===== src/rtl/spi_mem_pkg.sv =====
// Shared opcodes and FSM encoding for the serial-SRAM SPI master.
package spi_mem_pkg;
  localparam logic [7:0] OPC_READ  = 8'h03;
  localparam logic [7:0] OPC_WRITE = 8'h02;

  typedef enum logic [1:0] {
    IDLE  = 2'd0,
    SHIFT = 2'd1,
    GAP   = 2'd2
  } state_t;
endpackage


===== src/rtl/spi_shift_engine.sv =====
// SCK divider plus N-bit MSB-first TX shifter and data-phase RX shifter (SPI mode 0).
// o_last flags the cycle whose clock edge ends the high phase of the final bit.
module spi_shift_engine #(
  parameter int N        = 24,
  parameter int RX_W     = 8,
  parameter int RX_START = 16,
  parameter int CLK_DIV  = 2
) (
  input  logic            clk,
  input  logic            rst_n,
  input  logic            i_load,
  input  logic [N-1:0]    i_frame,
  input  logic            i_miso,
  output logic            o_sck,
  output logic            o_mosi,
  output logic            o_last,
  output logic [RX_W-1:0] o_rx_dat
);
  localparam int BW = $clog2(N + 1);
  localparam int DW = $clog2(CLK_DIV + 1);

  logic          r_run;
  logic          r_sck;
  logic [DW-1:0] r_div;
  logic [BW-1:0] r_bit;
  logic [N-1:0]  r_tx;
  logic [RX_W-1:0] r_rx;

  logic w_tick;
  assign w_tick   = r_run && (r_div == DW'(CLK_DIV - 1));
  assign o_last   = w_tick && r_sck && (r_bit == BW'(N - 1));
  assign o_sck    = r_sck;
  assign o_mosi   = r_tx[N-1];
  assign o_rx_dat = r_rx;

  always_ff @(posedge clk or negedge rst_n) begin
    if (!rst_n) begin
      r_run <= 1'b0;
      r_sck <= 1'b0;
      r_div <= '0;
      r_bit <= '0;
      r_tx  <= '0;
      r_rx  <= '0;
    end else if (i_load) begin
      r_run <= 1'b1;
      r_sck <= 1'b0;
      r_div <= '0;
      r_bit <= '0;
      r_tx  <= i_frame;
    end else if (r_run) begin
      if (w_tick) begin
        r_div <= '0;
        r_sck <= ~r_sck;
        if (!r_sck) begin
          // Rising SCK: only opcode/address bits are skipped on receive.
          if (r_bit >= BW'(RX_START))
            r_rx <= {r_rx[RX_W-2:0], i_miso};
        end else begin
          // Falling SCK: the final shift empties r_tx so mosi idles low.
          r_tx <= {r_tx[N-2:0], 1'b0};
          if (o_last) r_run <= 1'b0;
          else        r_bit <= r_bit + 1'b1;
        end
      end else begin
        r_div <= r_div + 1'b1;
      end
    end
  end
endmodule


===== src/rtl/spi_mem_master.sv =====
// SPI mode-0 master for 23LC-style serial SRAM: READ/WRITE bursts with start/busy/done handshake.
// Owns the transaction FSM, chip select, inter-frame gap and the read-data register.
module spi_mem_master
  import spi_mem_pkg::*;
#(
  parameter int ADDR_BYTES = 1,
  parameter int DATA_BYTES = 1,
  parameter int CLK_DIV    = 2,
  parameter int CS_GAP     = 2
) (
  input  logic                    clk,
  input  logic                    rst_n,
  input  logic                    start,
  input  logic                    we,
  input  logic [8*ADDR_BYTES-1:0] addr,
  input  logic [8*DATA_BYTES-1:0] wdata,
  output logic                    busy,
  output logic                    done,
  output logic [8*DATA_BYTES-1:0] rdata,
  output logic                    spi_cs_n,
  output logic                    spi_sck,
  output logic                    spi_mosi,
  input  logic                    spi_miso
);
  localparam int N  = 8 * (1 + ADDR_BYTES + DATA_BYTES);
  localparam int DW = 8 * DATA_BYTES;
  localparam int GW = $clog2(CS_GAP + 1);

  state_t        r_state;
  logic          r_we;
  logic          r_busy;
  logic          r_done;
  logic          r_cs_n;
  logic [GW-1:0] r_gap;
  logic [DW-1:0] r_rdata;

  logic          w_accept;
  logic          w_last;
  logic [N-1:0]  w_frame;
  logic [DW-1:0] w_rx;

  // The done cycle is still treated as busy so a start there is dropped.
  assign w_accept = (r_state == IDLE) && start && !r_done;
  assign w_frame  = {(we ? OPC_WRITE : OPC_READ), addr, (we ? wdata : {DW{1'b0}})};

  spi_shift_engine #(
    .N        (N),
    .RX_W     (DW),
    .RX_START (8 * (1 + ADDR_BYTES)),
    .CLK_DIV  (CLK_DIV)
  ) u_engine (
    .clk      (clk),
    .rst_n    (rst_n),
    .i_load   (w_accept),
    .i_frame  (w_frame),
    .i_miso   (spi_miso),
    .o_sck    (spi_sck),
    .o_mosi   (spi_mosi),
    .o_last   (w_last),
    .o_rx_dat (w_rx)
  );

  always_ff @(posedge clk or negedge rst_n) begin
    if (!rst_n) begin
      r_state <= IDLE;
      r_we    <= 1'b0;
      r_busy  <= 1'b0;
      r_done  <= 1'b0;
      r_cs_n  <= 1'b1;
      r_gap   <= '0;
      r_rdata <= '0;
    end else begin
      r_done <= 1'b0;
      case (r_state)
        IDLE: begin
          if (w_accept) begin
            r_we    <= we;
            r_busy  <= 1'b1;
            r_cs_n  <= 1'b0;
            r_state <= SHIFT;
          end
        end
        SHIFT: begin
          if (w_last) begin
            r_cs_n  <= 1'b1;
            r_gap   <= '0;
            r_state <= GAP;
          end
        end
        GAP: begin
          if (r_gap == GW'(CS_GAP - 1)) begin
            r_done  <= 1'b1;
            r_busy  <= 1'b0;
            if (!r_we) r_rdata <= w_rx;
            r_state <= IDLE;
          end else begin
            r_gap <= r_gap + 1'b1;
          end
        end
        default: r_state <= IDLE;
      endcase
    end
  end

  assign busy     = r_busy;
  assign done     = r_done;
  assign rdata    = r_rdata;
  assign spi_cs_n = r_cs_n;
endmodule


===== config.mk =====
export PLATFORM = sky130hd
export DESIGN_NAME = spi_mem_master
export DESIGN_NICKNAME = d
export VERILOG_FILES = /design/src/rtl/spi_mem_pkg.sv /design/src/rtl/spi_shift_engine.sv /design/src/rtl/spi_mem_master.sv
export SDC_FILE = /design/constraint.sdc
export NUM_CORES = 1
export LEC_CHECK = 0
export CAP_MARGIN = 0
export CORE_AREA = 2 2 76 78
export CTS_CLUSTER_SIZE = 28
export DETAILED_ROUTE_END_ITERATION = 16
export DIE_AREA = 0 0 78 80
export GPL_ROUTABILITY_DRIVEN = 0
export GPL_TIMING_DRIVEN = 0
export PLACE_DENSITY = 0.74
export SLEW_MARGIN = 0
export SYNTH_ARGS = -nofsm -noshare
export SYNTH_HDL_FRONTEND = slang
export SYNTH_SLANG_ARGS = --single-unit

===== constraint.sdc =====
create_clock -name clk -period 3 [get_ports clk]
set_clock_uncertainty 0.1 [all_clocks]
set_input_delay 0.3 -clock clk [delete_from_list [all_inputs] [get_ports clk]]
set_output_delay 0.3 -clock clk [all_outputs]
set_load 0.005 [all_outputs]

==> summary.md, run 1 <==
| Metric | Value |
|---|---|
| Status | `complete, no violations` |
| Comb power frac | `0.284` |
| Clock sink total | `57` |
| Sequential power share | `0.462` |
| #FFs+latches synth | `57` |
| Clock power share | `0.253` |
| Initial DRC Count | `125` |
| Commonest cells after routing, fill and taps aside | `dfrtp_1 (56), nand2_1 (54), clkdlybuf4s50_1 (31), a21oi_1 (18), mux2_2 (16)` |
| Multiplexer share of the synthesized area | `0.0819` |
| Max cap viols | `0` |
| Worst-case clock buffer depth | `2` |
| Worst EP arrival | `1.93 ns` |
| Met2 Wirelength | `2320 µm` |
| WL met3 | `365 µm` |
| First-pass DRT Iterations | `4` |
| Fin Setup TNS | `0 ns` |
| Netlist cell types | `38` |
| Final Max Slew Viols | `0` |
| Critical Path End Type | `register` |
| Die H | `80 µm` |
| Tmin final | `around 1.8 ns` |
| # IOs | `34` |
| Post-DP HPWL | `3350 µm` |
| Largest net degree at the start of global routing | `38` |
| Vias in the first global route | `between 1500 and 2000` |
| Total global-route track usage | `0.183` |
| Top sig layer | `met4` |
| Wire length per cell | `14.3 µm` |
| Num rows | `27` |
| RSZ-0062 raised after global routing | `no` |
| Antenna Nets Post-Route | `0` |
| Post-layout util | `0.567` |
| Syn Inst Count | `229` |
| Die ar. | `0.00624 mm²` |
| Finished Layout Cells | `351` |
| Routed vias | `1829` |
| Pre-CTS WS | `roughly 0.86 ns` |
| Largest family of logic cells by synthesized area | `simple AND/OR/NAND/NOR gates` |
| Initial antenna violation count | `0` |
| Top cells by area, synth | `dfrtp_1 (57%), nand2_1 (8.3%), mux2_2 (7.4%)` |
| Die width | `a little under 80 µm` |
| Synth Area in Compound Gates | `0.0972` |
| Placed insts | `334` |
| Int Pwr | `0.00173 W` |
| IO buf count | `32` |
| Static leakage | `1.41 nW` |
| Crit path kind | `reg2reg` |
| Peak supply drop | `0.358 mV` |
| Fillers | `480` |
| FMAX | `0.552 GHz` |
| Clk root buf | `clkbuf_8` |
| Mapped Area | `0.00244 mm²` |
| Hold Path Class | `in2reg` |
| Final-stage net count | `297` |
| Sw frac | `0.335` |
| Hold Violations, Final | `0` |
| M1 WL | `2260 µm` |
| Drt drc | `0` |
| H-Tree Depth | `3` |
| Crit start category | `register` |
| Area growth, synth to finish | `25.3%` |
| Slew HR | `0.601` |
| Post-synthesis xor/xnor area fraction | `0.00716` |
| Post-synth EDFFs | `0` |
| Critical Path RT | `about 3.1 ns` |
| Starting Density | `0.452` |
| Synth Warn # | `0` |
| Storage cell area | `0.00143 mm²` |
| Adder-cell share of the synthesized area | `0.0102` |
| Post-Route WL | `5020 µm` |
| Clock transition at the registers of the reported paths | `0.07 ns` |
| Sequential fraction of the synthesis area | `0.584` |
| Crit Path Max Fanout | `8` |
| First-pass GRT wire length | `between 8000 and 9000 µm` |
| Final worst slack | `1.19 ns` |
| Vias per std cell | `5.21` |
| Reg2reg setup slack | `1.19 ns` |
| Share of cells above drive strength 1 | `0.168` |
| Largest area contributor in the netlist | `dfrtp_1` |
| Most common cell after layout, fill and taps aside | `dfrtp_1` |
| Tot Pwr | `0.00261 W` |
| Diode count | `0` |
| Syn avg cell area | `around 11 µm²` |
| TritonCTS Buffers | `9` |
| Grt ovf | `0` |
| CTS tree | `yes` |
| Yosys top cell area share | `0.573` |
| Synth Net Count | `around 250` |
| Ys async rst share | `1.00` |
| Tightest Pin Transition | `0.595 ns` |
| # setup viols final | `0` |
| Clk Latency, worst-skew pair | `about 0.34 ns` |
| PwrDens | `about 850 mW/mm²` |
| Post-synth top flop | `dfrtp_1` |
| PostCTS Resize Cnt | `0` |
| Simple-Gate Fraction of Synth Area | `0.190` |
| P_sw | `around 0.00087 W` |
| Core ar. | `0.00541 mm²` |
| Final worst-path cycle share | `0.604` |
| Multi-input logic area | `approximately 950 µm²` |
-- through the flow --
stage / area, µm² / hold slack [ns]
3_5_place_dp: 2870 / 0.194
2_1_floorplan: 2440 / -0.0956
3_3_place_gp: 2860 / 0.363
6_report: 3060 / 0.294
4_1_cts: 3060 / 0.271
5_1_grt: 3060 / 0.303
-- kinds of logic after synthesis --
logic type,Yosys count
buf+inv,16
compound gates,42
flops,57
xor+xnor,2
simple gates,92
fa+ha+maj,2
mux,18
-- routing by layer --
layer,vias up,global-route usage
li1,890,-
met1,880,0.235
met2,48,0.278
met3,11,0.0837
met4,0,0.0579
met5,-,0
-- final timing paths --
path                                   start                    to  depth (start not counted)
setup / recovery           u_engine.r_div[1]  u_engine.o_rx_dat[5]                          3
hold / removal                            we      u_engine.r_tx[0]                          3
setup reg to reg           u_engine.r_div[1]  u_engine.o_rx_dat[5]                          3
hold reg to reg            u_engine.r_tx[17]     u_engine.r_tx[17]                          2
max in group asynchronous              rst_n  u_engine.o_rx_dat[5]                          3
min in group asynchronous              rst_n     u_engine.r_bit[3]                          2
-- flip-flops by register name (all words and copies together) (netlist names) --
name,cells
spi_cs_n,1
u_engine.r_run,1
u_engine.r_tx,24
r_we,1
r_gap,2
busy,1
u_engine.r_bit,5
u_engine.o_rx_dat,8
u_engine.o_sck,1
done,1
rdata,8
r_state,2
u_engine.r_div,2
-- cell type report --
type                    instances  share of cell area
repair buffers                 34               0.113
multi-input cells             156               0.309
inverters                       3             0.00367
plain buffers                  13              0.0196
flip-flops and latches         57               0.466
well taps                      72              0.0294
clock buffers                  13              0.0551
clock inverters                 3             0.00490
-- power groups by stage --
stage          sequential [W]  combinational, W  clock (W)
4_1_cts               0.00120          0.000750   0.000680
3_5_place_dp          0.00121          0.000746          0
5_1_grt               0.00124          0.000858   0.000713
2_1_floorplan         0.00117          0.000547          0
6_report              0.00121          0.000742   0.000661
3_3_place_gp          0.00120          0.000716          0
-- worst max-delay path, cell delays in order (launching register included) --
cell,delay (ns)
dfrtp_1,0.39
nand3b_2,0.26
nor4b_4,0.55
mux2_2,0.40
-- synth_stat cells, types with 2 or more instances --
master    count
nand4b_1      2
a31oi_1      15
dfrtp_1      56
nor3_1        2
and4b_1       2
o21ai_0       5
clkbuf_1      4
nand3_1       5
nand2b_1      2
mux2_2       16
a21oi_1      18
buf_2         6
nor4b_4       2
inv_1         3
buf_1         2
mux2i_1       2
ha_1          2
nor2_1       12
nand2_1      54
-- repair_timing --
action	in CTS	in global routing
hold endpoints to repair	19	0
setup buffers	0	0
hold buffers	1	0
Power figures use the tool's default switching activity.
==> inputs of run 2 (changes only) <==
==> constraint.sdc (replaced) <==
create_clock -name clk -period 1.79 [get_ports clk]
set_clock_uncertainty 0.1 [all_clocks]
set_input_delay 0.179 -clock clk [delete_from_list [all_inputs] [get_ports clk]]
set_output_delay 0.179 -clock clk [all_outputs]
set_load 0.005 [all_outputs]
==> run 2 against run 1 <==
Global-route usage up 0.098 points; setup slack worse by 1.1 ns; non-clock buffer count up 2; sequential power up 68%; critical endpoint is now u_engine.r_bit[3]; highest routed layer unchanged.
==> summary.md, run 2 (synthesized netlist as in run 1, its figures left out) <==
| Metric | Value |
|---|---|
| Max cap viols | `0 (unchanged)` |
| Status | `complete, no violations (unchanged)` |
| Critical Path RT | `1.96 ns (was 3.12 ns)` |
| Static leakage | `1.44 nW (was 1.41 nW)` |
| Storage cell area | `0.00143 mm² (about the same)` |
| Post-layout util | `0.578 (was 0.567)` |
| # IOs | `34 (unchanged)` |
| WP buf/inv | `0 (unchanged)` |
| Commonest cells after routing, fill and taps aside | `nand2_1 (54), dfrtp_1 (53), clkdlybuf4s50_1 (31), a21oi_1 (18), mux2_2 (16) (was dfrtp_1 (56), nand2_1 (54), clkdlybuf4s50_1 (31), a21oi_1 (18), mux2_2 (16))` |
| Final-stage net count | `299 (was 297)` |
| Most common cell after layout, fill and taps aside | `nand2_1 (was dfrtp_1)` |
| Vias per std cell | `5.26 (was 5.21)` |
| # setup viols final | `0 (unchanged)` |
| Tmin final | `1.74 ns (was 1.81 ns)` |
| Tot Pwr | `0.00442 W (was 0.00261 W)` |
| PwrDens | `1420 mW/mm² (was 851 mW/mm²)` |
| Final worst-path cycle share | `0.970 (was 0.604)` |
| Finished Layout Cells | `353 (was 351)` |
| Die H | `80 µm (unchanged)` |
| Num rows | `27 (unchanged)` |
| Initial DRC Count | `114 (was 125)` |
| Crit start category | `register (unchanged)` |
| Hold Violations, Final | `0 (unchanged)` |
| Initial antenna violation count | `0 (unchanged)` |
| Clk root buf | `clkbuf_8 (unchanged)` |
| Final Max Slew Viols | `0 (unchanged)` |
| Total global-route track usage | `0.184 (was 0.183)` |
| Pre-CTS WS | `-0.232 ns (was 0.857 ns)` |
| Placed insts | `334 (unchanged)` |
| Wire length per cell | `14.3 µm (about the same)` |
| Area growth, synth to finish | `27.7% (was 25.3%)` |
| Largest net degree at the start of global routing | `38 (unchanged)` |
| TritonCTS Buffers | `9 (unchanged)` |
| Peak supply drop | `0.597 mV (was 0.358 mV)` |
| Critical Path End Type | `register (unchanged)` |
| Slowest cell on the critical path | `or4_1 (was nor4b_4)` |
| Crit path kind | `reg2reg (unchanged)` |
| Worst EP arrival | `1.90 ns (was 1.93 ns)` |
| Grt ovf | `0 (unchanged)` |
| Diode count | `0 (unchanged)` |
| Antenna Nets Post-Route | `0 (unchanged)` |
| Vias in the first global route | `1798 (was 1790)` |
| Critical path, cell by cell | `ha_1, and4b_1, or4_1, a21oi_1 (was nand3b_2, nor4b_4, mux2_2)` |
| Multi-input logic area | `956 µm² (was 946 µm²)` |
| Fin Setup TNS | `0 ns (unchanged)` |
| Hold Path Class | `in2reg (unchanged)` |
| H-Tree Depth | `3 (unchanged)` |
| Slew HR | `0.670 (was 0.601)` |
| Clk Latency, worst-skew pair | `0.34 ns (about the same)` |
| Post-DP HPWL | `3350 µm (unchanged)` |
| CTS tree | `yes (unchanged)` |
| First-pass DRT Iterations | `4 (unchanged)` |
| Worst-case clock buffer depth | `2 (unchanged)` |
| Clock transition at the registers of the reported paths | `0.07 ns (about the same)` |
| Final worst slack | `0.0539 ns (was 1.19 ns)` |
| Drt drc | `0 (unchanged)` |
| Starting Density | `0.452 (unchanged)` |
| Delay-heaviest family, CP | `simple AND/OR/NAND/NOR gates (unchanged)` |
| Share of cells above drive strength 1 | `0.203 (was 0.168)` |
| Top reg by flops | `u_engine.r_tx (unchanged)` |
| Core ar. | `0.00541 mm² (unchanged)` |
| Slowest cell delay on critical path | `0.50 ns (was 0.55 ns)` |
| IO buf count | `32 (unchanged)` |
| Max reg flops | `24 (unchanged)` |
| Die ar. | `0.00624 mm² (unchanged)` |
| Clock sink total | `57 (unchanged)` |
| FMAX | `0.576 GHz (was 0.552 GHz)` |
| Die width | `78 µm (unchanged)` |
| Tightest Pin Transition | `0.495 ns (was 0.595 ns)` |
| First-pass GRT wire length | `8700 µm (was 8640 µm)` |
| Routed vias | `1858 (was 1829)` |
| Crit Path Max Fanout | `5 (was 8)` |
| Post-Route WL | `5060 µm (was 5020 µm)` |
| Fillers | `476 (was 480)` |
## run 2: cell types whose count changed in the layout (fill, tap and decap cells not counted), sizes merged
cell / delta
buf: +1
clkbuf: +1
## run 2: where the power goes
group	internal [W]	total [W]	switching (W)
Combinational	0.000613	0.00129	0.000673
Sequential	0.00172	0.00203	0.000311
Clock	0.000608	0.00110	0.000495
Total	0.00294	0.00442	0.00148
## run 2: worst min-delay path, cell delays in order
cell and delay (ns):
buf_1 0.21, nand3_1 0.14, nand2_1 0.05
## run 2: path summary, 6_finish.rpt
path / startpoint / endpoint / slack (ns) / cells past startpoint
setup / recovery: u_engine.r_bit[0] / u_engine.r_bit[3] / 0.05 / 4
hold / removal: we / u_engine.r_tx[0] / 0.17 / 3
setup reg to reg: u_engine.r_bit[0] / u_engine.r_bit[3] / 0.05 / 4
hold reg to reg: busy / busy / 0.39 / 2
max in group asynchronous: rst_n / u_engine.r_run / 0.78 / 3
min in group asynchronous: rst_n / u_engine.r_bit[3] / 0.24 / 2
## run 2: stage by stage
| step | instance area (µm²) | hold slack [ns] |
|---|---|---|
| after global routing | 3120 | 0.182 |
| after detailed placement | 2870 | 0.0732 |
| final | 3120 | 0.171 |
| after floorplan | 2440 | -0.217 |
| after global placement | 2860 | 0.363 |
| after CTS | 3070 | 0.150 |
## run 2: layout make-up
type / instances / share of cell area
Timing Repair Buffer: 37 / 0.123
Inverter: 3 / 0.00361
Buffer: 12 / 0.0208
Multi-Input combinational cell: 156 / 0.306
Clock inverter: 3 / 0.00481
Tap cell: 72 / 0.0289
Sequential cell: 57 / 0.459
Clock buffer: 13 / 0.0541
## run 2: repair_timing
item                                    4_1_cts  5_1_grt
endpoints found under the hold margin        19        0
endpoints found under the setup margin        8       44
setup buffers                                 1        2
pin swaps                                     1        2
hold buffers                                  1        0
resized for setup                             0       14
## run 2: layer usage
layer	up-vias	routed length [µm]	GRT usage	share of wire
met5	-	0	0	0
met4	0	76	0.0579	0.015
met3	11	341	0.0837	0.067
met2	48	2340	0.278	0.46
met1	908	2300	0.237	0.45
li1	891	-	-	-
==> inputs of run 3 (changes only) <==
==> constraint.sdc (replaced) <==
create_clock -name clk -period 2.25 [get_ports clk]
set_clock_uncertainty 0.1 [all_clocks]
set_input_delay 0.225 -clock clk [delete_from_list [all_inputs] [get_ports clk]]
set_output_delay 0.225 -clock clk [all_outputs]
set_load 0.005 [all_outputs]
==> results of run 3 <==
Same layout as run 1 (identical final DEF). Status: complete, no violations.
Among the figures that moved: setup slack after placement 0.857 ns -> 0.182 ns; setup slack after layout 1.19 ns -> 0.438 ns; hold slack 0.294 ns -> 0.219 ns; register-to-register setup slack 1.19 ns -> 0.44 ns; total power 0.00261 W -> 0.00348 W; worst IR drop on VDD 0.358 mV -> 0.477 mV
